## src/rtl/seq_fifo_pkg.sv

```systemverilog
`default_nettype none
// ---------------------------------------------------------------------------
// Module   : seq_fifo_pkg
// Purpose  : Shared constants, handshake-operation encoding and elaboration
//            helpers for the seq_stage23_fifo buffering block.
// Contents : SEQ_FIFO_WIDTH_DEF, SEQ_FIFO_DEPTH_DEF, op_e, is_pow2()
// Revision : 1.0 - initial release
// ---------------------------------------------------------------------------
package seq_fifo_pkg;

  localparam int SEQ_FIFO_WIDTH_DEF = 8;
  localparam int SEQ_FIFO_DEPTH_DEF = 16;

  // Encoding of the {push, pop} pair completed in one cycle.
  typedef enum logic [1:0] {
    OP_NONE = 2'b00,
    OP_POP  = 2'b01,
    OP_PUSH = 2'b10,
    OP_BOTH = 2'b11
  } op_e;

  // True when v is a positive power of two.
  function automatic bit is_pow2(input int v);
    return (v > 0) && ((v & (v - 1)) == 0);
  endfunction

endpackage : seq_fifo_pkg
`default_nettype wire

```

## src/rtl/seq_fifo_ptr.sv

```systemverilog
`default_nettype none
// ---------------------------------------------------------------------------
// Module   : seq_fifo_ptr
// Purpose  : Wrapping pointer register for the FIFO storage array. Wraps
//            modulo 2**PTR_W naturally by overflow.
// Ports    : clk   - clock
//            rst   - synchronous active-high reset
//            clear - synchronous clear (flush)
//            inc   - advance pointer by one
//            ptr   - current pointer value
// Revision : 1.0 - initial release
// ---------------------------------------------------------------------------
module seq_fifo_ptr #(
  parameter int PTR_W = 4
) (
  input  logic             clk,
  input  logic             rst,
  input  logic             clear,
  input  logic             inc,
  output logic [PTR_W-1:0] ptr
);

  always_ff @(posedge clk) begin
    if (rst || clear) begin
      ptr <= '0;
    end else if (inc) begin
      ptr <= ptr + PTR_W'(1);
    end
  end

endmodule : seq_fifo_ptr
`default_nettype wire

```

## src/rtl/seq_stage23_fifo.sv

```systemverilog
`default_nettype none
// ---------------------------------------------------------------------------
// Module   : seq_stage23_fifo
// Purpose  : Parametrised single-clock FIFO with valid/ready handshakes on
//            both sides, occupancy count, almost-full flag and occupancy
//            high-watermark.
// Ports    : clk, rst (sync, active-high), flush (sync discard)
//            in_valid / in_ready / in_data    - producer side
//            out_valid / out_ready / out_data - consumer side
//            count       - occupancy 0..DEPTH
//            almost_full - count >= AFULL_LVL
//            max_count   - highest count since last rst/flush
// Config   : define SEQ_FIFO_TRACE_EN to print push/pop trace messages in
//            simulation; undefined, no system tasks are emitted.
// Revision : 1.0 - initial release
// ---------------------------------------------------------------------------
module seq_stage23_fifo
  import seq_fifo_pkg::*;
#(
  parameter int WIDTH     = SEQ_FIFO_WIDTH_DEF,
  parameter int DEPTH     = SEQ_FIFO_DEPTH_DEF,
  parameter int AFULL_LVL = DEPTH - 2,
  localparam int AW       = $clog2(DEPTH),
  localparam int CW       = $clog2(DEPTH) + 1
) (
  input  logic             clk,
  input  logic             rst,
  input  logic             flush,
  input  logic             in_valid,
  output logic             in_ready,
  input  logic [WIDTH-1:0] in_data,
  output logic             out_valid,
  input  logic             out_ready,
  output logic [WIDTH-1:0] out_data,
  output logic [CW-1:0]    count,
  output logic             almost_full,
  output logic [CW-1:0]    max_count
);

  localparam logic [CW-1:0] DEPTH_C = CW'(DEPTH);
  localparam logic [CW-1:0] AFULL_C = CW'(AFULL_LVL);

  generate
    if (!is_pow2(DEPTH) || (DEPTH < 2)) begin : g_depth_chk
      $error("seq_stage23_fifo: DEPTH must be a power of two >= 2");
    end
    if ((AFULL_LVL < 1) || (AFULL_LVL > DEPTH)) begin : g_afull_chk
      $error("seq_stage23_fifo: AFULL_LVL must be within 1..DEPTH");
    end
  endgenerate

  logic [WIDTH-1:0] mem [DEPTH];
  logic [AW-1:0]    wr_ptr;
  logic [AW-1:0]    rd_ptr;
  logic             push;
  logic             pop;
  logic [CW-1:0]    count_nxt;
  op_e              op;

  // Flush blocks both handshakes so nothing is accepted or consumed in the
  // cycle whose state is being discarded. Full never accepts, even with a
  // simultaneous pop: there is no full-bypass path.
  assign in_ready    = (count != DEPTH_C) & ~flush;
  assign out_valid   = (count != '0) & ~flush;
  assign push        = in_valid & in_ready;
  assign pop         = out_valid & out_ready;
  assign out_data    = mem[rd_ptr];
  assign almost_full = (count >= AFULL_C);

  always_comb begin
    op        = op_e'({push, pop});
    count_nxt = count;
    case (op)
      OP_PUSH: count_nxt = count + CW'(1);
      OP_POP:  count_nxt = count - CW'(1);
      default: count_nxt = count;
    endcase
  end

  seq_fifo_ptr #(.PTR_W(AW)) u_wr_ptr (
    .clk   (clk),
    .rst   (rst),
    .clear (flush),
    .inc   (push),
    .ptr   (wr_ptr)
  );

  seq_fifo_ptr #(.PTR_W(AW)) u_rd_ptr (
    .clk   (clk),
    .rst   (rst),
    .clear (flush),
    .inc   (pop),
    .ptr   (rd_ptr)
  );

  // Storage is never reset; only the pointers/count define what is valid.
  always_ff @(posedge clk) begin
    if (push && !rst) begin
      mem[wr_ptr] <= in_data;
    end
  end

  always_ff @(posedge clk) begin
    if (rst || flush) begin
      count     <= '0;
      max_count <= '0;
    end else begin
      count <= count_nxt;
      if (count_nxt > max_count) begin
        max_count <= count_nxt;
      end
    end
`ifdef SEQ_FIFO_TRACE_EN
    if (!rst && !flush) begin
      if (push) begin
        $display("push d=%0d cnt=%0d", in_data, count);
      end
      if (pop) begin
        $display("pop d=%0d cnt=%0d", out_data, count);
      end
    end
`endif
  end

endmodule : seq_stage23_fifo
`default_nettype wire

```

## config.mk

```make
export PLATFORM = sky130hd
export DESIGN_NAME = seq_stage23_fifo
export DESIGN_NICKNAME = d
export VERILOG_FILES = /design/src/rtl/seq_fifo_pkg.sv /design/src/rtl/seq_fifo_ptr.sv /design/src/rtl/seq_stage23_fifo.sv
export SDC_FILE = /design/constraint.sdc
export NUM_CORES = 1
export LEC_CHECK = 0
export CAP_MARGIN = 0
export CORE_ASPECT_RATIO = 0.6
export CORE_UTILIZATION = 40
export DETAILED_ROUTE_END_ITERATION = 16
export PLACE_DENSITY = 0.65
export SLEW_MARGIN = 20
export SYNTH_ARGS = -nofsm -noshare
export SYNTH_HDL_FRONTEND = slang
export SYNTH_SLANG_ARGS = --single-unit
```

## constraint.sdc

```tcl
create_clock -name clk -period 3.57 [get_ports clk]
set_input_delay 0.357 -clock clk [delete_from_list [all_inputs] [get_ports clk]]
set_output_delay 0.357 -clock clk [all_outputs]
set_load 0.02 [all_outputs]
```

==> Word level (Yosys, flattened, before mapping) <==
Memory sizes are Yosys's and may differ from the RTL's. A register that Yosys moved wholly into a read port is not among the register bits.
Cells that the tools add are included.
{ "totals": {"register_bits": 18, "ram_bits": 128, "input_bits": 13, "out_inout_bits": 21, "word_cells": 28, "mem_count": 1} }
{ "classes": {"add_sub_neg": 4, "order_cmp": 2, "n_eq_ne": 3, "n_mux": 5, "bitwise": 5, "reduce_logical": 4} }
{ "mem_list": {"columns": ["memory", "depth", "word_bits", "read_ports", "rd_clocked_by_memory_dff", "wr", "line_no", "rtl"], "rows": [
  ["mem", 16, 8, 1, 1, 1, "seq_stage23_fifo.sv:52", "logic [WIDTH-1:0] mem [DEPTH];"]
]} }
{ "ops": {"columns": ["op", "count"], "rows": [
  ["5-bit case mux with 2 select lines", 1],
  ["4-bit by 1-bit adder with 4-bit output (second input constant)", 2],
  ["4-bit two-way mux", 2],
  ["5-bit by 1-bit adder with 5-bit output (second input constant)", 1],
  ["5-bit by 4-bit greater-or-equal comparator with 1-bit output (second input constant)", 1],
  ["5-bit > comparator", 1],
  ["5-bit != test (second input constant)", 1],
  ["5-bit nonzero test", 1],
  ["5-bit by 1-bit subtractor with 5-bit output (second input constant)", 1],
  ["1-bit bitwise AND", 4],
  ["2-bit by 1-bit == test with 1-bit output (second input constant)", 1],
  ["2-bit == test (second input constant)", 1],
  ["1-bit two-way mux", 2],
  ["1-bit logical AND", 1],
  ["1-bit logical NOT", 1],
  ["1-bit logical OR", 1],
  ["1-bit inverter", 1]
]} }

==> Longest topological paths before layout <==
{ "logic_depth": {"ltp_word": 6, "depth_mapped": 15, "mapped_depth_nobuf": 14} }

==> Hierarchy <==
A second synthesis with hierarchy kept.
{ "hier_totals": {"hier_cells": 318, "area_unflattened_um2": 6070.8} }
{ "modules_own_cells": {"columns": ["module", "instances", "cells_per_inst", "area_each_um2", "seq_area_each_um2"], "rows": [
  ["seq_stage23_fifo", 1, 284, 5715.5, 4043.9],
  ["seq_fifo_ptr", 2, 17, 177.7, 80.1]
]} }

==> Worst setup path after synthesis <==
Ideal clock, no wire load.
{ "synth_timing": {"path_type": "reg2reg", "startpoint": "reg count[1]", "endpoint": "reg max_count[0]", "setup_time_ps": 116, "arrival_ps": 3857, "t_required_ps": 3454, "setup_slack_ps": -403, "stages_incl_launch_ff": 15, "path_buffers": 0, "period_less_slack_ps": 3973, "path_cell_list": "dfxtp_1 -> or4_1 -> o211ai_2 -> inv_1 -> ha_1 -> ha_1 -> nor4b_1 -> a211oi_1 -> a211oi_1 -> inv_1 -> ha_1 -> nand4_1 -> o221ai_1 -> nand2_1 -> a31o_2"} }
{ "synth_between": {"elab_chain_len": 6, "elab_cells_between_ends": 12, "cone_classes": "2 x add/sub; 1 x order compare; 3 x eq/ne; 1 x mux; 4 x bitwise; 1 x reduce/logical"} }
{ "synth_rtl": {"columns": ["item", "line_no", "rtl"], "rows": [
  ["from (decl)", "seq_stage23_fifo.sv:35", "output logic [CW-1:0] count,"],
  ["from (signal assigned)", "seq_stage23_fifo.sv:108", "count <= count_nxt;"],
  ["5-bit != test / 5-bit nonzero test (equally long branches)", "seq_stage23_fifo.sv:63, seq_stage23_fifo.sv:64", null],
  ["1-bit bitwise AND, on equally long branches", "seq_stage23_fifo.sv:63, seq_stage23_fifo.sv:64", null],
  ["1-bit bitwise AND, on equally long branches", "seq_stage23_fifo.sv:65, seq_stage23_fifo.sv:66", null],
  ["2-bit by 1-bit == test with 1-bit output / 2-bit == test (equally long branches)", "seq_stage23_fifo.sv:73", "case (op)"],
  ["5-bit case mux with 2 select lines *", "seq_stage23_fifo.sv:73", null],
  ["via count_nxt[4]", "seq_stage23_fifo.sv:57", "logic [CW-1:0] count_nxt;"],
  ["5-bit > comparator *", "seq_stage23_fifo.sv:109", "if (count_nxt > max_count) begin"],
  ["to (signal assigned)", "seq_stage23_fifo.sv:110", "max_count <= count_nxt;"],
  ["to (decl)", "seq_stage23_fifo.sv:37", "output logic [CW-1:0] max_count"]
]} }
Mark *: on every way through the listed nets, which the timed path passes. The rest lies on a longest branch.
A chain may end at the register's enable or synchronous reset.

==> Final worst setup path <==
{ "layout_timing": {"startpoint": "reg count[0]", "endpoint": "reg max_count[0]"} }
The elaborated chain is that of the path after synthesis.

==> results.sh <==
export IMPL_finClkSkew_ns=0.00793
export IMPL_multi_input_area_mm2=0.00198
export IMPL_ctsHtreeMaxLevel=4
export IMPL_path_common_cell="ha_4"
export IMPL_vias_per_cell=5.23
export IMPL_cts_num_sinks=150
export IMPL_layout_commonest_cell="edfxtp_1"
export IMPL_reg2reg_from="count[0]"
export IMPL_detailedPlace_worstSlack_ns=-0.120
export IMPL_cp_max_fo=8
export IMPL_worst_ir_drop_on_vdd_v=0.000278
export IMPL_arrival_ns=3.89
export IMPL_fmax_mhz=279
export IMPL_outcome="finished with violations"
export IMPL_synth_enable_flop_cells=128
export IMPL_post_route_period_util_pct=100
export IMPL_timing_final_hold_violations=0
export IMPL_drt_initial_drc_count=265
export IMPL_synthesis_area_mm2=0.00627
export IMPL_timing_max_cap_violations=0
export IMPL_cp_cell_sequence="or4_4 -> o211ai_4 -> inv_2 -> ha_4 -> ha_4 -> nor4b_2 -> a211oi_1 -> a211oi_2 -> inv_1 -> ha_4 -> nand4_1 -> or2_4 -> and3_1 -> a31o_2"
export IMPL_fin_total_pwr_mw=3.58
export IMPL_via_count_of_the_first_global_routing_pass=3389
export IMPL_cts_tree="yes"
export IMPL_cts_root_buf="clkbuf_16"
export IMPL_core_rowCount=35
export IMPL_max_slew_violation_total_from_the_final_report=0
export IMPL_min_delay_start="max_count[2]"
export IMPL_setup_violations=1
export IMPL_dp_final_hpwl_um=8760
export IMPL_floorplan_initialDensity_pct=40.9
export IMPL_cts_root_to_sink_buffers=2
export IMPL_vias_after_detailed_routing=3313
export IMPL_setup_worst_path_start_class="flop"
export IMPL_grt_pass1_wl_um=20300
export IMPL_r2r_setup_slack_ns=-0.01
export IMPL_groute_usage_overall_pct=17.8
export IMPL_syn_to_final_growth_pct=23.2
export IMPL_io_buffer_count=33
export IMPL_synth_ff_latch_count=150
export IMPL_rsz0062_at_grt="yes"
export IMPL_mostFrequentLayoutCells="edfxtp_1, buf_4, clkdlybuf4s50_1, mux4_1, nor2_1"
export IMPL_worst_path_largest_cell_delay_ns=0.57
export IMPL_routedWlPerCell_um=20.7
export IMPL_sequential_cell_area_mm2=0.00429
export IMPL_clk_insertion_delay_late_ns=0.41
export IMPL_failed_checks="negative setup slack"
export IMPL_globalRoute_totalOverflow=0
export IMPL_gp_congestion=0.799
export IMPL_remaining_drc_errors=0
export IMPL_tightestPinTransition_ns=0.725
export IMPL_worst_hold_path_type="flop to flop"
export IMPL_yosysSeqAreaShare_pct=68.3
export IMPL_post_synth_cell_area_avg_um2=18.4
export IMPL_worst_path_buf_inv=2
export IMPL_post_route_cells_drive_above_1_share_pct=26.3
export IMPL_cp_data_required_time_ns=3.87
export IMPL_fp_dieArea_mm2=0.0162
export IMPL_max_slew_margin_rel_pct=51.5
export IMPL_path_clk_slew_ns=0.06
export IMPL_dieWidth_um=164
export IMPL_cp_startpoint="count[0]"
export IMPL_core_mm2=0.0153
export IMPL_antenna_diode_count=0
export IMPL_cts_buffers=17
export IMPL_die_h_um=99.0
export IMPL_yosys_warnings=0
export IMPL_design_final_nets=447
export IMPL_antenna_found_initial=0
export IMPL_finalWorstPathRequiredPeriod_ns=3.58
export IMPL_critical_path_endpoint_type="flop"
export IMPL_cellPowerDensity_mw_per_mm2=463
export IMPL_synth_ff_type="edfxtp_1"
export IMPL_leakage_nw=2.59
export IMPL_ant_nets=0
export IMPL_critical_path_top_delay_family="simple AND/OR/NAND/NOR gates"
export IMPL_boundaryPins=34
export IMPL_post_route_worst_setup_slack_ns=-0.0137
export IMPL_synthCells=341
export IMPL_ys_types=46
export IMPL_firstDrtPassIters=4
export IMPL_synthesis_nets=369
export IMPL_fill_count=1248
export IMPL_synthArstFlopShare_pct=0
export IMPL_routed_wl_um=13100
export IMPL_grt_max_degree=33
export IMPL_worstSetupPathType="flop to flop"
export IMPL_critPathSlowestCell="or4_4"
synth_stat cells, drive strengths merged, types with 5 or more instances:
library cell / n / area share, %
inv: 15 / 0.90
a21oi: 10 / 0.80
nor2: 24 / 1.4
dfxtp: 22 / 7.0
nor3b: 5 / 0.60
mux4: 40 / 16
edfxtp: 128 / 61
ha: 14 / 2.8
buf: 11 / 1.4
nand3: 5 / 0.40
nand2: 12 / 0.72
metal layers:
metal | up-vias | track usage [%] | routed length [µm]
li1 | 1544 | - | -
met1 | 1665 | 25.9 | 5860
met2 | 88 | 26.2 | 6040
met3 | 16 | 4.25 | 1010
met4 | 0 | 6.27 | 167
met5 | - | 0 | 0
kinds of logic (layout without fill, tap and decap cells):
group	Yosys count	after routing	synth area share [%]
AO/OA/AOI/OAI	27	27	3.01
XOR/XNOR	7	7	0.977
adder cells (fa/ha/maj)	15	15	3.11
buffers and inverters	30	119	2.55
flip-flops	150	150	68.3
multiplexers	46	46	16.8
AND/OR/NAND/NOR	66	66	5.25
flip-flops by register name, indices dropped and copies added (netlist names), named ones only:
signal / flops
max_count: 5
u_wr_ptr.ptr: 4
count: 5
u_rd_ptr.ptr: 4
mem: 128
worst paths after layout:
kind | to | depth (start not counted)
hold / removal | max_count[2] | 2
hold reg to reg | max_count[2] | 2
setup reg to reg | max_count[0] | 14
setup / recovery | max_count[0] | 14
worst register-to-register path, cell delays in order (launching register included):
cell and delay [ns]:
dfxtp_4 0.34, or4_4 0.57, o211ai_4 0.20, inv_2 0.07
ha_4 0.20, ha_4 0.25, nor4b_2 0.27, a211oi_1 0.09
a211oi_2 0.26, inv_1 0.11, ha_4 0.29, nand4_1 0.13
or2_4 0.31, and3_1 0.19, a31o_2 0.21
layout make-up:
type / instances / area share [%]
clock buffers: 20 / 5.65
well taps: 203 / 3.29
clock inverters: 10 / 0.793
repair buffers: 74 / 8.42
inverters: 15 / 0.729
flip-flops and latches: 150 / 55.5
multi-input cells: 161 / 25.6
where the power goes:
group | total, mW | internal, mW | switching (mW)
sequential | 1.91 | 1.91 | 0.00417
combinational | 0.162 | 0.0726 | 0.0889
clock | 1.51 | 0.870 | 0.639
total | 3.58 | 2.85 | 0.732
stage by stage:
step                TNS [ns]  std cells  util (%)  area [µm²]  hold WS (ns)
floorplan                  0        341         -        6410         0.456
global placement           0        600      46.8        7180         0.488
detailed placement    -0.256        600      46.8        7180         0.490
CTS                        0        631      50.3        7710         0.499
global route          -0.521        633      50.4        7730         0.532
finish               -0.0137        633      50.4        7730         0.494
timing repair:
item,4_1_cts,5_1_grt
hold endpoints to repair,0,0
gates resized for setup,4,1
setup endpoints to repair,3,5
setup buffers,1,2
hold buffers,0,0
pin swaps,4,0
Power figures use the tool's default switching activity.
